<file path="src/rtl/agc_ctrl_pkg.sv">
// Shared types and helpers for the AGC loop controller: FSM states,
// flag popcount and the gain/offset saturation functions.
package agc_ctrl_pkg;

    typedef enum logic [2:0] {
        ST_IDLE,
        ST_ACCUM,
        ST_CALC,
        ST_APPLY,
        ST_LOAD
    } state_e;

    function automatic int unsigned popcount(input logic [63:0] v);
        int unsigned c;
        c = 0;
        for (int unsigned i = 0; i < 64; i++) begin
            c += {31'd0, v[i]};
        end
        return c;
    endfunction

    // Saturate to the unsigned range [0, 2^w-1].
    function automatic longint clamp_gain(input longint v, input int unsigned w);
        longint hi;
        hi = (longint'(1) << w) - 1;
        if (v < 0) return 0;
        if (v > hi) return hi;
        return v;
    endfunction

    // Saturate to the two's complement range [-2^(w-1), 2^(w-1)-1].
    function automatic longint clamp_ofs(input longint v, input int unsigned w);
        longint hi;
        longint lo;
        hi = (longint'(1) << (w - 1)) - 1;
        lo = -(longint'(1) << (w - 1));
        if (v < lo) return lo;
        if (v > hi) return hi;
        return v;
    endfunction

endpackage

</file>
<file path="src/rtl/agc_flag_counter.sv">
// Per-clock popcount of a flag vector accumulated into a window counter.
// Clear has priority over enable.
module agc_flag_counter
    import agc_ctrl_pkg::*;
#(
    parameter int unsigned NSAMP = 8,
    parameter int unsigned CNT_W = 20
) (
    input  logic             clk_i,
    input  logic             rst_i,
    input  logic             clr_i,
    input  logic             en_i,
    input  logic [NSAMP-1:0] flags_i,
    output logic [CNT_W-1:0] count_o
);

    logic [CNT_W-1:0] acc_q;

    always_ff @(posedge clk_i or posedge rst_i) begin
        if (rst_i) begin
            acc_q <= '0;
        end else if (clr_i) begin
            acc_q <= '0;
        end else if (en_i) begin
            acc_q <= acc_q + CNT_W'(popcount(64'(flags_i)));
        end
    end

    assign count_o = acc_q;

endmodule

</file>
<file path="src/rtl/agc_loop_ctrl.sv">
// Closed-loop AGC controller: integrates gt/lt flags over a window, derives
// new gain/offset coefficients and hands them to the DSP loader.
module agc_loop_ctrl
    import agc_ctrl_pkg::*;
#(
    parameter int unsigned NSAMP       = 8,
    parameter int unsigned PERIOD_LOG2 = 16,
    parameter int unsigned CNT_W       = PERIOD_LOG2 + $clog2(NSAMP) + 1,
    parameter int unsigned TARGET      = 32000,
    parameter int unsigned GAIN_W      = 18,
    parameter int unsigned GAIN_INIT   = 4096,
    parameter int unsigned OFS_W       = 18,
    parameter int unsigned GAIN_SHIFT  = 4,
    parameter int unsigned OFS_SHIFT   = 4
) (
    input  logic              clk_i,
    input  logic              rst_i,
    input  logic              enable_i,
    input  logic [NSAMP-1:0]  gt_i,
    input  logic [NSAMP-1:0]  lt_i,
    input  logic              sw_wr_i,
    input  logic [GAIN_W-1:0] sw_gain_i,
    input  logic [OFS_W-1:0]  sw_offset_i,
    output logic [GAIN_W-1:0] gain_o,
    output logic [OFS_W-1:0]  offset_o,
    output logic              load_valid_o,
    input  logic              load_ready_i,
    output logic [CNT_W-1:0]  gt_count_o,
    output logic [CNT_W-1:0]  lt_count_o,
    output logic              count_valid_o
);

    localparam int unsigned MW = (GAIN_W > CNT_W) ? GAIN_W : CNT_W;
    localparam int unsigned IW = ((OFS_W > MW) ? OFS_W : MW) + 2;

    state_e                   state_q;
    logic [PERIOD_LOG2-1:0]   timer_q;
    logic [GAIN_W-1:0]        gain_q, gain_d;
    logic signed [OFS_W-1:0]  offset_q, offset_d;
    logic signed [CNT_W:0]    gerr_q, gerr_d, oerr_q, oerr_d;
    logic [CNT_W-1:0]         gt_cnt_q, lt_cnt_q;
    logic                     load_valid_q, count_valid_q;
    logic [CNT_W-1:0]         gt_acc, lt_acc;
    logic                     acc_clr, acc_en;
    logic signed [IW-1:0]     gt_w, lt_w, gain_new, ofs_new;

    // Counters sit cleared outside ACCUM, so every window starts from zero.
    assign acc_clr = (state_q != ST_ACCUM);
    assign acc_en  = (state_q == ST_ACCUM);

    agc_flag_counter #(.NSAMP(NSAMP), .CNT_W(CNT_W)) u_gt_cnt (
        .clk_i   (clk_i),
        .rst_i   (rst_i),
        .clr_i   (acc_clr),
        .en_i    (acc_en),
        .flags_i (gt_i),
        .count_o (gt_acc)
    );

    agc_flag_counter #(.NSAMP(NSAMP), .CNT_W(CNT_W)) u_lt_cnt (
        .clk_i   (clk_i),
        .rst_i   (rst_i),
        .clr_i   (acc_clr),
        .en_i    (acc_en),
        .flags_i (lt_i),
        .count_o (lt_acc)
    );

    always_comb begin
        gt_w     = IW'(gt_acc);
        lt_w     = IW'(lt_acc);
        gerr_d   = (CNT_W + 1)'(gt_w + lt_w - signed'(IW'(TARGET)));
        oerr_d   = (CNT_W + 1)'(gt_w - lt_w);
        gain_new = signed'(IW'(gain_q)) - (IW'(gerr_q) >>> GAIN_SHIFT);
        ofs_new  = IW'(offset_q) - (IW'(oerr_q) >>> OFS_SHIFT);
        gain_d   = GAIN_W'(clamp_gain(longint'(gain_new), GAIN_W));
        offset_d = OFS_W'(clamp_ofs(longint'(ofs_new), OFS_W));
    end

    always_ff @(posedge clk_i or posedge rst_i) begin
        if (rst_i) begin
            state_q       <= ST_IDLE;
            timer_q       <= '0;
            gain_q        <= GAIN_W'(GAIN_INIT);
            offset_q      <= '0;
            gerr_q        <= '0;
            oerr_q        <= '0;
            gt_cnt_q      <= '0;
            lt_cnt_q      <= '0;
            load_valid_q  <= 1'b0;
            count_valid_q <= 1'b0;
        end else begin
            count_valid_q <= 1'b0;
            case (state_q)
                ST_IDLE: begin
                    if (sw_wr_i) begin
                        gain_q       <= sw_gain_i;
                        offset_q     <= signed'(sw_offset_i);
                        load_valid_q <= 1'b1;
                        state_q      <= ST_LOAD;
                    end else if (enable_i) begin
                        timer_q <= '0;
                        state_q <= ST_ACCUM;
                    end
                end
                ST_ACCUM: begin
                    if (!enable_i) begin
                        state_q <= ST_IDLE;
                    end else if (timer_q == '1) begin
                        state_q <= ST_CALC;
                    end else begin
                        timer_q <= timer_q + PERIOD_LOG2'(1);
                    end
                end
                ST_CALC: begin
                    gt_cnt_q      <= gt_acc;
                    lt_cnt_q      <= lt_acc;
                    count_valid_q <= 1'b1;
                    gerr_q        <= gerr_d;
                    oerr_q        <= oerr_d;
                    state_q       <= ST_APPLY;
                end
                ST_APPLY: begin
                    gain_q       <= gain_d;
                    offset_q     <= offset_d;
                    load_valid_q <= 1'b1;
                    state_q      <= ST_LOAD;
                end
                ST_LOAD: begin
                    if (load_ready_i) begin
                        load_valid_q <= 1'b0;
                        timer_q      <= '0;
                        state_q      <= enable_i ? ST_ACCUM : ST_IDLE;
                    end
                end
                default: state_q <= ST_IDLE;
            endcase
        end
    end

    assign gain_o        = gain_q;
    assign offset_o      = offset_q;
    assign load_valid_o  = load_valid_q;
    assign gt_count_o    = gt_cnt_q;
    assign lt_count_o    = lt_cnt_q;
    assign count_valid_o = count_valid_q;

endmodule

</file>
<file path="config.mk">
export PLATFORM = sky130hd
export DESIGN_NAME = agc_loop_ctrl
export DESIGN_NICKNAME = d
export VERILOG_FILES = /design/src/rtl/agc_ctrl_pkg.sv /design/src/rtl/agc_flag_counter.sv /design/src/rtl/agc_loop_ctrl.sv
export SDC_FILE = /design/constraint.sdc
export NUM_CORES = 1
export LEC_CHECK = 0
export ABC_CLOCK_PERIOD_IN_PS = 4300
export CAP_MARGIN = 20
export CORE_ASPECT_RATIO = 0.75
export CORE_MARGIN = 8
export CORE_UTILIZATION = 25
export CTS_CLUSTER_DIAMETER = 30
export DETAILED_ROUTE_END_ITERATION = 16
export PLACE_DENSITY = 0.52
export SLEW_MARGIN = 15
export SYNTH_ARGS = -nofsm -noshare
export SYNTH_HDL_FRONTEND = slang
export SYNTH_HIERARCHICAL = 1
export SYNTH_SLANG_ARGS = --single-unit
</file>
<file path="constraint.sdc">
create_clock -name clk_i -period 4.3 [get_ports clk_i]
set_clock_uncertainty 0.1 [all_clocks]
set_input_delay 0.645 -clock clk_i [delete_from_list [all_inputs] [get_ports clk_i]]
set_output_delay 0.645 -clock clk_i [all_outputs]
set_load 0.05 [all_outputs]
</file>
==> results of run 1 <==
[metal layers]
| metal | GRT usage | wire length, um | up-vias |
|---|---|---|---|
| li1 | - | - | 4997 |
| met1 | 0.175 | 16600 | 4812 |
| met2 | 0.205 | 16200 | 188 |
| met3 | 0.0288 | 1540 | 21 |
| met4 | 0.0261 | 392 | 0 |
| met5 | 0 | 0 | - |
[Yosys cell counts, types with 5 or more instances]
cell      count
clkbuf_1     32
a21o_1       13
nor2_1      111
o21ai_0     114
nand3_1      37
ha_1        108
o211ai_1      5
a22oi_1      11
inv_1       127
and2_0        6
o22ai_1       9
fa_1         12
dfrtp_1     170
and2_1        8
mux2i_1       8
nor2b_1      13
a21boi_0      9
buf_1         5
a31oi_1      23
buf_2         8
a211oi_1     23
o21ai_1      13
or3_1        16
xor2_1       33
and3_1       26
o21a_1       12
nand2b_1     12
nand2_1     152
xnor2_1      50
nand4_1      13
o31ai_1      12
nor3_1       10
a21oi_1      89
[final cells by class]
class	count	area share
well taps	630	0.0541
multi-input cells	1013	0.473
inverters	129	0.0336
repair buffers	157	0.105
clock inverters	14	0.0105
flip-flops and latches	171	0.294
clock buffers	18	0.0301
[cell families (layout without fill, tap and decap cells)]
logic type | Yosys count | after routing
fa+ha+maj | 120 | 120
simple gates | 431 | 431
xor+xnor | 83 | 83
compound gates | 368 | 368
flops | 171 | 171
buf+inv | 175 | 318
mux | 11 | 11
[stage by stage]
step           hold WS [ns]  cells   util  setup slack [ns]
2_1_floorplan         0.342   1359      -            0.0590
3_3_place_gp          0.363   2100  0.300            -0.436
3_5_place_dp          0.368   2100  0.300            -0.570
4_1_cts               0.384   2132  0.314            0.0252
5_1_grt               0.404   2132  0.316           -0.0113
6_report              0.379   2132  0.316             0.110
[state kept, by name, indices dropped and copies added (netlist names)]
signal,flops
u_gt_cnt/count_o,20
gerr_q,17
state_q,3
timer_q,16
oerr_q,17
gain_o,18
lt_count_o,20
offset_o,18
u_lt_cnt/count_o,20
count_valid_o,1
load_valid_o,1
gt_count_o,20
[worst max-delay path, cell delays in order]
cell and delay (ns):
clkdlybuf4s50_1 0.43, fa_1 0.51, inv_1 0.05, fa_1 0.47
inv_1 0.04, ha_1 0.19, fa_1 0.58, ha_4 0.22
buf_4 0.14, ha_4 0.26, a211oi_2 0.06, o21ai_1 0.16
or4b_4 0.48, xor2_1 0.14, nor2_1 0.05
[worst paths after layout]
path	start	endpoint	slack, ns	cells after the start
setup / recovery	gt_i[1]	u_gt_cnt/count_o[19]	0.11	15
hold / removal	gt_count_o[14]	gt_count_o[14]	0.38	2
setup reg to reg	u_lt_cnt/count_o[5]	gerr_q[19]	0.61	12
hold reg to reg	gt_count_o[14]	gt_count_o[14]	0.38	2
max in group asynchronous	rst_i	gerr_q[17]	2.68	3
min in group asynchronous	rst_i	gt_count_o[7]	0.61	2
[timing repair]
item / 4_1_cts / 5_1_grt
pin swaps: 0 / 9
endpoints found under the setup margin: 10 / 29
gates resized for setup: 10 / 17
[power breakdown]
| part | switching [uW] | internal, uW | leakage (uW) |
|---|---|---|---|
| clock network | 752 | 837 | 0.000275 |
| logic | 2480 | 1590 | 0.00369 |
| registers | 211 | 1790 | 0.00233 |
==> impl_metrics.tcl, run 1 <==
set metrics [dict create \
    async_flop_share 1.00 \
    worstPathRequired_ns 4.51 \
    ctsRootBufferMaster "clkbuf_16" \
    dieArea_sq_um 54100 \
    power.density_nw_per_um2 525 \
    maxSlewViolCount 0 \
    gr-total-overflow 0 \
    grt_pass1_wl_mm 55.2 \
    drive_gt1_frac 0.0666 \
    wl_per_cell_um 16.3 \
    cts.sinks 171 \
    slew_headroom 0.381 \
    synth_top_family_by_area "compound AO/OA/AOI/OAI gates" \
    worst_hold_path_type "reg -> reg" \
    grt_pass1_vias 9766 \
    ys.flop_type "dfrtp_1" \
    drt_wl_total_mm 34.8 \
    grt_start_max_net_pins 97 \
    htree_levels 4 \
    synthXorXnorAreaFrac 0.0621 \
    seqCellArea_sq_um 4280 \
    rows 68 \
    synth_edf_count 0 \
    cp.arrival_ns 4.40 \
    dpl.hpwl_mm 26.9 \
    yosys.area_share.simple 0.174 \
    layout_worst_path_cycle_share 0.974 \
    synthToLayoutAreaGrowth_pct 24.6 \
    worstSetupPathType "in -> reg" \
    period_needed_ns 4.19 \
    drtIter0Drc 585 \
    nets 1666 \
    critPathLaunchType "input pin" \
    port_buffers 134 \
    cp-end-kind "flop" \
    drtAntennaViolNets 0 \
    synthesis.area_sq_um 11700 \
    cts_tree "done" \
    synth_cell_types 72 \
    synthAdderAreaFrac 0.136 \
    grt_use_total 0.128 \
    clk_path_buf_depth 2 \
    worst_pin_slew_ns 0.926 \
    gp_congestion 0.832 \
    status "finished clean" \
    final_common_cell "dfrtp_1" \
    num_io_pins 135 \
    yosys_warnings 6 \
    postSynthCellCount 1359 \
    crit_path_max_fanout 2 \
    synth_compound_area_frac 0.195 \
    hold_viol 0 \
    holdBufCountCts 0 \
    clk_pin_slew_ns 0.07 \
    detail_route.vias_per_cell 4.70 \
    die_w_um 266 \
    dpl-instance-area_sq_um 13900 \
    ys_ff_latch 171 \
    clk_latency_ns 0.45 \
    max_freq_mhz 239 \
    fin_area_sq_um 14600 \
    cts_setup_buffers 0 \
    leakage_uw 0.00630 \
    fin_setup_tns_ns 0 \
    synth_top_area_frac 0.363 \
    die_h_um 203 \
    multi_input_area_sq_um 6900 \
    finalPower_uw 7660 \
    synth_mux_area_frac 0.0100 \
    synth_area_per_cell_sq_um 8.61 \
    ys_seq_area_frac 0.366 \
    diodes 0 \
    yosys-top-cells-area "dfrtp_1 (36%), ha_1 (12%), o21ai_0 (4.9%), nand2_1 (4.9%), inv_1 (4.1%)" \
    layout_common_cells "dfrtp_1 (170), nand2_1 (152), clkdlybuf4s50_1 (132)" \
    drc 0 \
    synth_nets 1536 \
    num_vias 10000 \
    start_util 0.254 \
    first_pass_iters 5 \
    ir_drop_mv 0.255 \
    yosys.area.top_type "dfrtp_1" \
    fillCellCount 4907 \
    coreArea_sq_um 46100 \
    numCtsBuffers 17 \
    antenna_found_initial 0 \
    setup_viol 0 \
    drv_cap 0 \
]
No activity file was read; power rests on OpenSTA's default activity.
==> inputs of run 2 (changes only) <==
- CORE_UTILIZATION: 25 -> 52
- PLACE_DENSITY: 0.52 -> 0.87
- SYNTH_HIERARCHICAL: 1 -> not set
==> run 2 against run 1 <==
Flip-flop and latch count did not move. Critical endpoint is now u_gt_cnt.count_o[18]. Combinational power increased by 15%. Hold slack improved by 0.0020 ns. Sequential share of layout area is 1.6 points higher. Final cell count is 18% lower. Via count is 1.2% lower. Clock-buffer cell count grew 2. Utilization grew 32 points. Register-to-register slack barely moved. Non-clock buffer count unchanged. Highest routed layer unchanged. Clock power is 8% lower. Critical path type unchanged.
==> impl_metrics.tcl, run 2 <==
set metrics [dict create \
    cts_tree "done" \
    critPathLaunchType "input pin" \
    worstSetupPathType "in -> reg" \
    worst_hold_path_type "reg -> reg" \
    max_freq_mhz 241 \
    worstHoldPathCells 2 \
    fin_cells 1751 \
    detail_route.vias_per_cell 5.65 \
    status "finished clean" \
    ys_seq_area_frac 0.374 \
    worst_path_max_delay_cell "fa_1" \
    pwr-share-clk 0.179 \
    rows 47 \
    coreArea_sq_um 21800 \
    layout_worst_path_cycle_share 0.963 \
    clk_latency_ns 0.44 \
    cp_common_cell "fa_1" \
    fillCellCount 1695 \
    holdBufCountCts 0 \
    multi_input_area_sq_um 6620 \
    path_buf_inv 3 \
    async_flop_share 1.00 \
    yosys-top-cells-area "dfrtp_1 (37%), ha_1 (13%), o21ai_0 (5.5%), nand2_1 (5.1%), xnor2_1 (5.1%)" \
    yosysMostFrequentCell "dfrtp_1" \
    maxSlewViolCount 0 \
    synth_nets 1496 \
    synthesis.area_sq_um 11400 \
    layout_common_cells "dfrtp_1 (170), nand2_1 (154), clkdlybuf4s50_1 (130)" \
    cp_num_cells 17 \
    cp_slowest_stage_delay_ns 0.56 \
    wl_per_cell_um 17.4 \
    grt_pass1_vias 9786 \
    synth_cell_types 66 \
    period_needed_ns 4.14 \
    drt_wl_total_mm 30.5 \
    gp_congestion 0.914 \
    dpl.hpwl_mm 22.6 \
    slew_headroom 0.533 \
    setup_viol 0 \
    final_common_cell "dfrtp_1" \
    hold_viol 0 \
    diodes 0 \
    first_pass_iters 6 \
    port_buffers 134 \
    start_util 0.524 \
    nets 1630 \
    yosys_warnings 0 \
    sequentialPowerShare 0.251 \
    synth_commonest_cells "dfrtp_1 (170), nand2_1 (155), inv_1 (127)" \
    leakage_uw 0.00634 \
    drtAntennaViolNets 0 \
    drive_gt1_frac 0.0700 \
    worst_pin_slew_ns 0.698 \
    power.density_nw_per_um2 594 \
    cp-end-kind "flop" \
    postSynthCellCount 1311 \
    crit_path_max_fanout 4 \
    drtIter0Drc 885 \
    cp.arrival_ns 4.35 \
    dieArea_sq_um 27100 \
    ys.flop_type "dfrtp_1" \
    die_h_um 144 \
    holdWs_ns 0.381 \
    htree_levels 4 \
    grt_pass1_wl_mm 49.3 \
    path_delay_family "adder cells" \
    p_switching_uw 3720 \
    synth_top_area_frac 0.372 \
    synth_edf_count 0 \
    drv_cap 0 \
    combPwrFrac 0.570 \
    num_vias 9899 \
    clk_path_buf_depth 2 \
    ctsRootBufferMaster "clkbuf_16" \
    die_w_um 187 \
    gr-total-overflow 0 \
    fin_setup_tns_ns 0 \
    num_io_pins 135 \
    antenna_found_initial 0 \
    clk_pin_slew_ns 0.07 \
    numCtsBuffers 17 \
    synthToLayoutAreaGrowth_pct 20.9 \
    internal_power_uw 4490 \
    crit_chain "clkdlybuf4s50_1, inv_1, fa_1, fa_1, fa_1, inv_2, ha_4, fa_2, a21o_1, a21oi_2, nor2b_2, nor2_4, or2_4, nor2_4, nand2_1, xnor2_2, nor2_1" \
    worstPathRequired_ns 4.51 \
    synth_area_per_cell_sq_um 8.73 \
    ir_drop_mv 0.229 \
    seqCellArea_sq_um 4280 \
    grt_use_total 0.223 \
    yosys.area.top_type "dfrtp_1" \
    switching_share 0.453 \
    grt_start_max_net_pins 105 \
    drc 0 \
    ys_ff_latch 171 \
    cts.sinks 171 \
    placed_cells 1716 \
    reg2regPathDepth 13 \
]
## run 2: cell types whose count changed after synthesis, sizes merged, moves of 8 or more
cell,before,now
a21oi,89,79
a31oi,23,10
nor2,113,98
xor2,33,23
nor3,11,31
xnor2,50,66
buf,14,3
ha,108,118
o22ai,9,1
a211oi,25,6
## run 2: cell families after synthesis
logic type / after synthesis / synth area share
AO/OA/AOI/OAI: 308 / 0.169
XOR/XNOR: 89 / 0.0681
adder cells (fa/ha/maj): 128 / 0.147
buffers and inverters: 169 / 0.0575
flip-flops: 171 / 0.374
multiplexers: 5 / 0.00448
AND/OR/NAND/NOR: 441 / 0.180
## run 2: what timing repair did
action	in CTS	in global routing
pin swaps	1	22
setup buffers	0	3
gates resized for setup	4	27
endpoints found under the setup margin	3	18
## run 2: per-layer routing
layer  part of all wire  global-route usage  vias to the layer above
met3              0.086              0.0557                       54
li1                   -                   -                     4738
met5                  0                   0                        -
met4              0.019              0.0700                        0
met1               0.45               0.304                     4707
met2               0.44               0.345                      400
## run 2: path summary, 6_finish.rpt
path | endpoint | startpoint | slack, ns
worst min-delay path | lt_count_o[9] | lt_count_o[9] | 0.38
min in group asynchronous | gt_count_o[4] | rst_i | 0.55
worst max register to register | gerr_q[20] | u_lt_cnt.count_o[5] | 0.62
worst min register to register | lt_count_o[9] | lt_count_o[9] | 0.38
max in group asynchronous | state_q[2] | rst_i | 2.57
worst max-delay path | u_gt_cnt.count_o[18] | gt_i[2] | 0.16
## run 2: power groups by stage
stage          clock network, uW  registers [uW]  logic (uW)
2_1_floorplan                  0            2530        2930
3_3_place_gp                   0            2080        4360
3_5_place_dp                   0            2090        4510
4_1_cts                     1480            2060        4570
5_1_grt                     1540            2100        5100
6_report                    1470            2070        4680
## run 2: worst min-delay path: cells and delay by family, from the launching register on
kind               cells  cell delay, ns
AOI/OAI and AO/OA      1            0.06
and+or+nand+nor        1            0.04
DFF                    1            0.34
## run 2: layout make-up
class                           instances  share of cell area
Multi-Input combinational cell        971               0.479
Inverter                              127              0.0347
Tap cell                              294              0.0266
Clock buffer                           20              0.0323
Clock inverter                         11             0.00715
Timing Repair Buffer                  157               0.111
Sequential cell                       171               0.310
## run 2: per-stage QoR
| step | utilization | instance area (sq um) | total power, uW | worst slack [ns] |
|---|---|---|---|---|
| floorplan | - | 11400 | 5470 | 0.175 |
| global placement | 0.602 | 13100 | 6440 | -0.412 |
| detailed placement | 0.602 | 13100 | 6590 | -0.544 |
| CTS | 0.628 | 13700 | 8110 | 0.0259 |
| global route | 0.634 | 13800 | 8730 | -0.0233 |
| finish | 0.634 | 13800 | 8220 | 0.158 |
==> inputs of run 3 (changes only) <==
- CAP_MARGIN: 20 -> 40
==> run 3 against run 2 <==
Final cell count grew 0.11%. Die area stayed put. First-iteration DRC count decreased by 15%. Sequential power is essentially flat. Fmax hardly changed. Clock power increased by 6%. Non-clock buffer count is 1 higher. Register-to-register slack barely moved. Final area increased by 0.17%. Total power rose by 1.1%. Clock-buffer cell count fell by 3.
==> impl_metrics.tcl, run 3 (synthesis results as in run 2) <==
set metrics [dict create \
    coreArea_sq_um 21800 \
    drv_cap 0 \
    port_buffers 134 \
    path_delay_family "adder cells" \
    drive_gt1_frac 0.0706 \
    grt_pass1_wl_mm 48.8 \
    place_ws_ns -0.534 \
    clk_path_buf_depth 2 \
    finalPower_uw 8310 \
    num_vias 9877 \
    cp_slowest_stage_delay_ns 0.56 \
    layout_worst_path_cycle_share 0.963 \
    worst_path_max_delay_cell "fa_1" \
    cts.sinks 171 \
    cts_tree "done" \
    leakage_uw 0.00636 \
    crit_chain "clkdlybuf4s50_1, inv_1, fa_1, fa_1, fa_1, inv_2, ha_4, fa_2, a21o_1, a21oi_2, nor2b_2, nor2_2, or2_4, nor2_2, nand2_1, xnor2_1, nor2_1" \
    status "finished clean" \
    first_pass_iters 6 \
    antenna_found_initial 0 \
    cp.arrival_ns 4.34 \
    die_h_um 144 \
    setup_slack_ns 0.160 \
    nets 1631 \
    maxSlewViolCount 0 \
    worst_hold_path_type "reg -> reg" \
    drt_wl_total_mm 30.0 \
    die_w_um 187 \
    gp_congestion 0.914 \
    hold_viol 0 \
    dieArea_sq_um 27100 \
    wl_per_cell_um 17.1 \
    critPathLaunchType "input pin" \
    worstHoldPathCells 2 \
    worstPathRequired_ns 4.50 \
    clk_pin_slew_ns 0.07 \
    worstSetupPathType "in -> reg" \
    fillCellCount 1698 \
    period_needed_ns 4.14 \
    final_common_cell "dfrtp_1" \
    gr-total-overflow 0 \
    reg2regPathDepth 13 \
    ctsRootBufferMaster "clkbuf_16" \
    drc 0 \
    clk_latency_ns 0.44 \
    cp_common_cell "fa_1" \
    setup_viol 0 \
    path_buf_inv 3 \
    drtIter0Drc 754 \
    dpl.hpwl_mm 22.5 \
    grt_use_total 0.221 \
    num_io_pins 135 \
    grt_start_max_net_pins 105 \
    drtAntennaViolNets 0 \
    cp-end-kind "flop" \
    power.density_nw_per_um2 600 \
    cp_num_cells 17 \
    numCtsBuffers 17 \
    max_freq_mhz 242 \
    rows 47 \
    worst_pin_slew_ns 0.738 \
    layout_common_cells "dfrtp_1 (170), nand2_1 (154), clkdlybuf4s50_1 (130)" \
    detail_route.vias_per_cell 5.63 \
    synthToLayoutAreaGrowth_pct 21.1 \
    slew_headroom 0.506 \
    grt_pass1_vias 9595 \
    ir_drop_mv 0.272 \
    crit_path_max_fanout 4 \
    htree_levels 4 \
    diodes 0 \
    start_util 0.524 \
]
-- run 3: layout make-up --
class / count / area (sq um) / area share
multi-input combinational: 971 / 6590 / 0.476
inverter: 127 / 480 / 0.0347
clock inverter: 15 / 163 / 0.0117
clock buffer: 17 / 425 / 0.0307
tap: 294 / 368 / 0.0266
sequential: 171 / 4280 / 0.309
timing repair buffer: 158 / 1550 / 0.112
-- run 3: final timing paths --
kind	from	end	slack, ns
min in group asynchronous	rst_i	gt_count_o[1]	0.55
max in group asynchronous	rst_i	gerr_q[20]	2.57
worst max register to register	u_lt_cnt.count_o[5]	gerr_q[20]	0.61
worst min register to register	oerr_q[10]	oerr_q[10]	0.38
worst max-delay path	gt_i[2]	u_gt_cnt.count_o[16]	0.16
worst min-delay path	oerr_q[10]	oerr_q[10]	0.38
-- run 3: stage by stage --
step	instance area, sq um	TNS (ns)	hold WS [ns]	util	cells
after floorplan	11400	0	0.338	-	1311
after detailed placement	13100	-8.70	0.372	0.603	1717
after global placement	13100	-5.86	0.357	0.602	1716
after CTS	13700	0	0.382	0.630	1749
final	13900	0	0.379	0.635	1753
after global routing	13900	-0.0460	0.398	0.635	1753
-- run 3: layer usage --
metal,global-route usage,part of all wire
met2,0.334,0.43
met3,0.0537,0.076
met4,0.0759,0.023
met5,0,0
met1,0.307,0.47
-- run 3: what timing repair did --
action                     4_1_cts  5_1_grt
setup buffers                    0        4
gates resized for setup          4       23
setup endpoints to repair        4       14
pin swaps                        1       21
hold buffers                     0        0
-- run 3: report_power, final --
group / leakage (uW) / switching (uW) / internal, uW
Combinational: 0.00375 / 2810 / 1870
Sequential: 0.00233 / 249 / 1820
Clock: 0.000281 / 698 / 866
Total: 0.00636 / 3750 / 4550
-- run 3: worst reg2reg max path: stages (launching register included) --
cell and delay, ns:
dfrtp_1 0.40, inv_1 0.20, ha_1 0.30, inv_1 0.12
ha_1 0.29, o21a_1 0.21, o21a_1 0.17, o22ai_1 0.36
o31a_1 0.29, o21ai_0 0.16, or4_1 0.45, a31oi_1 0.21
xor2_1 0.19, o21ai_0 0.10
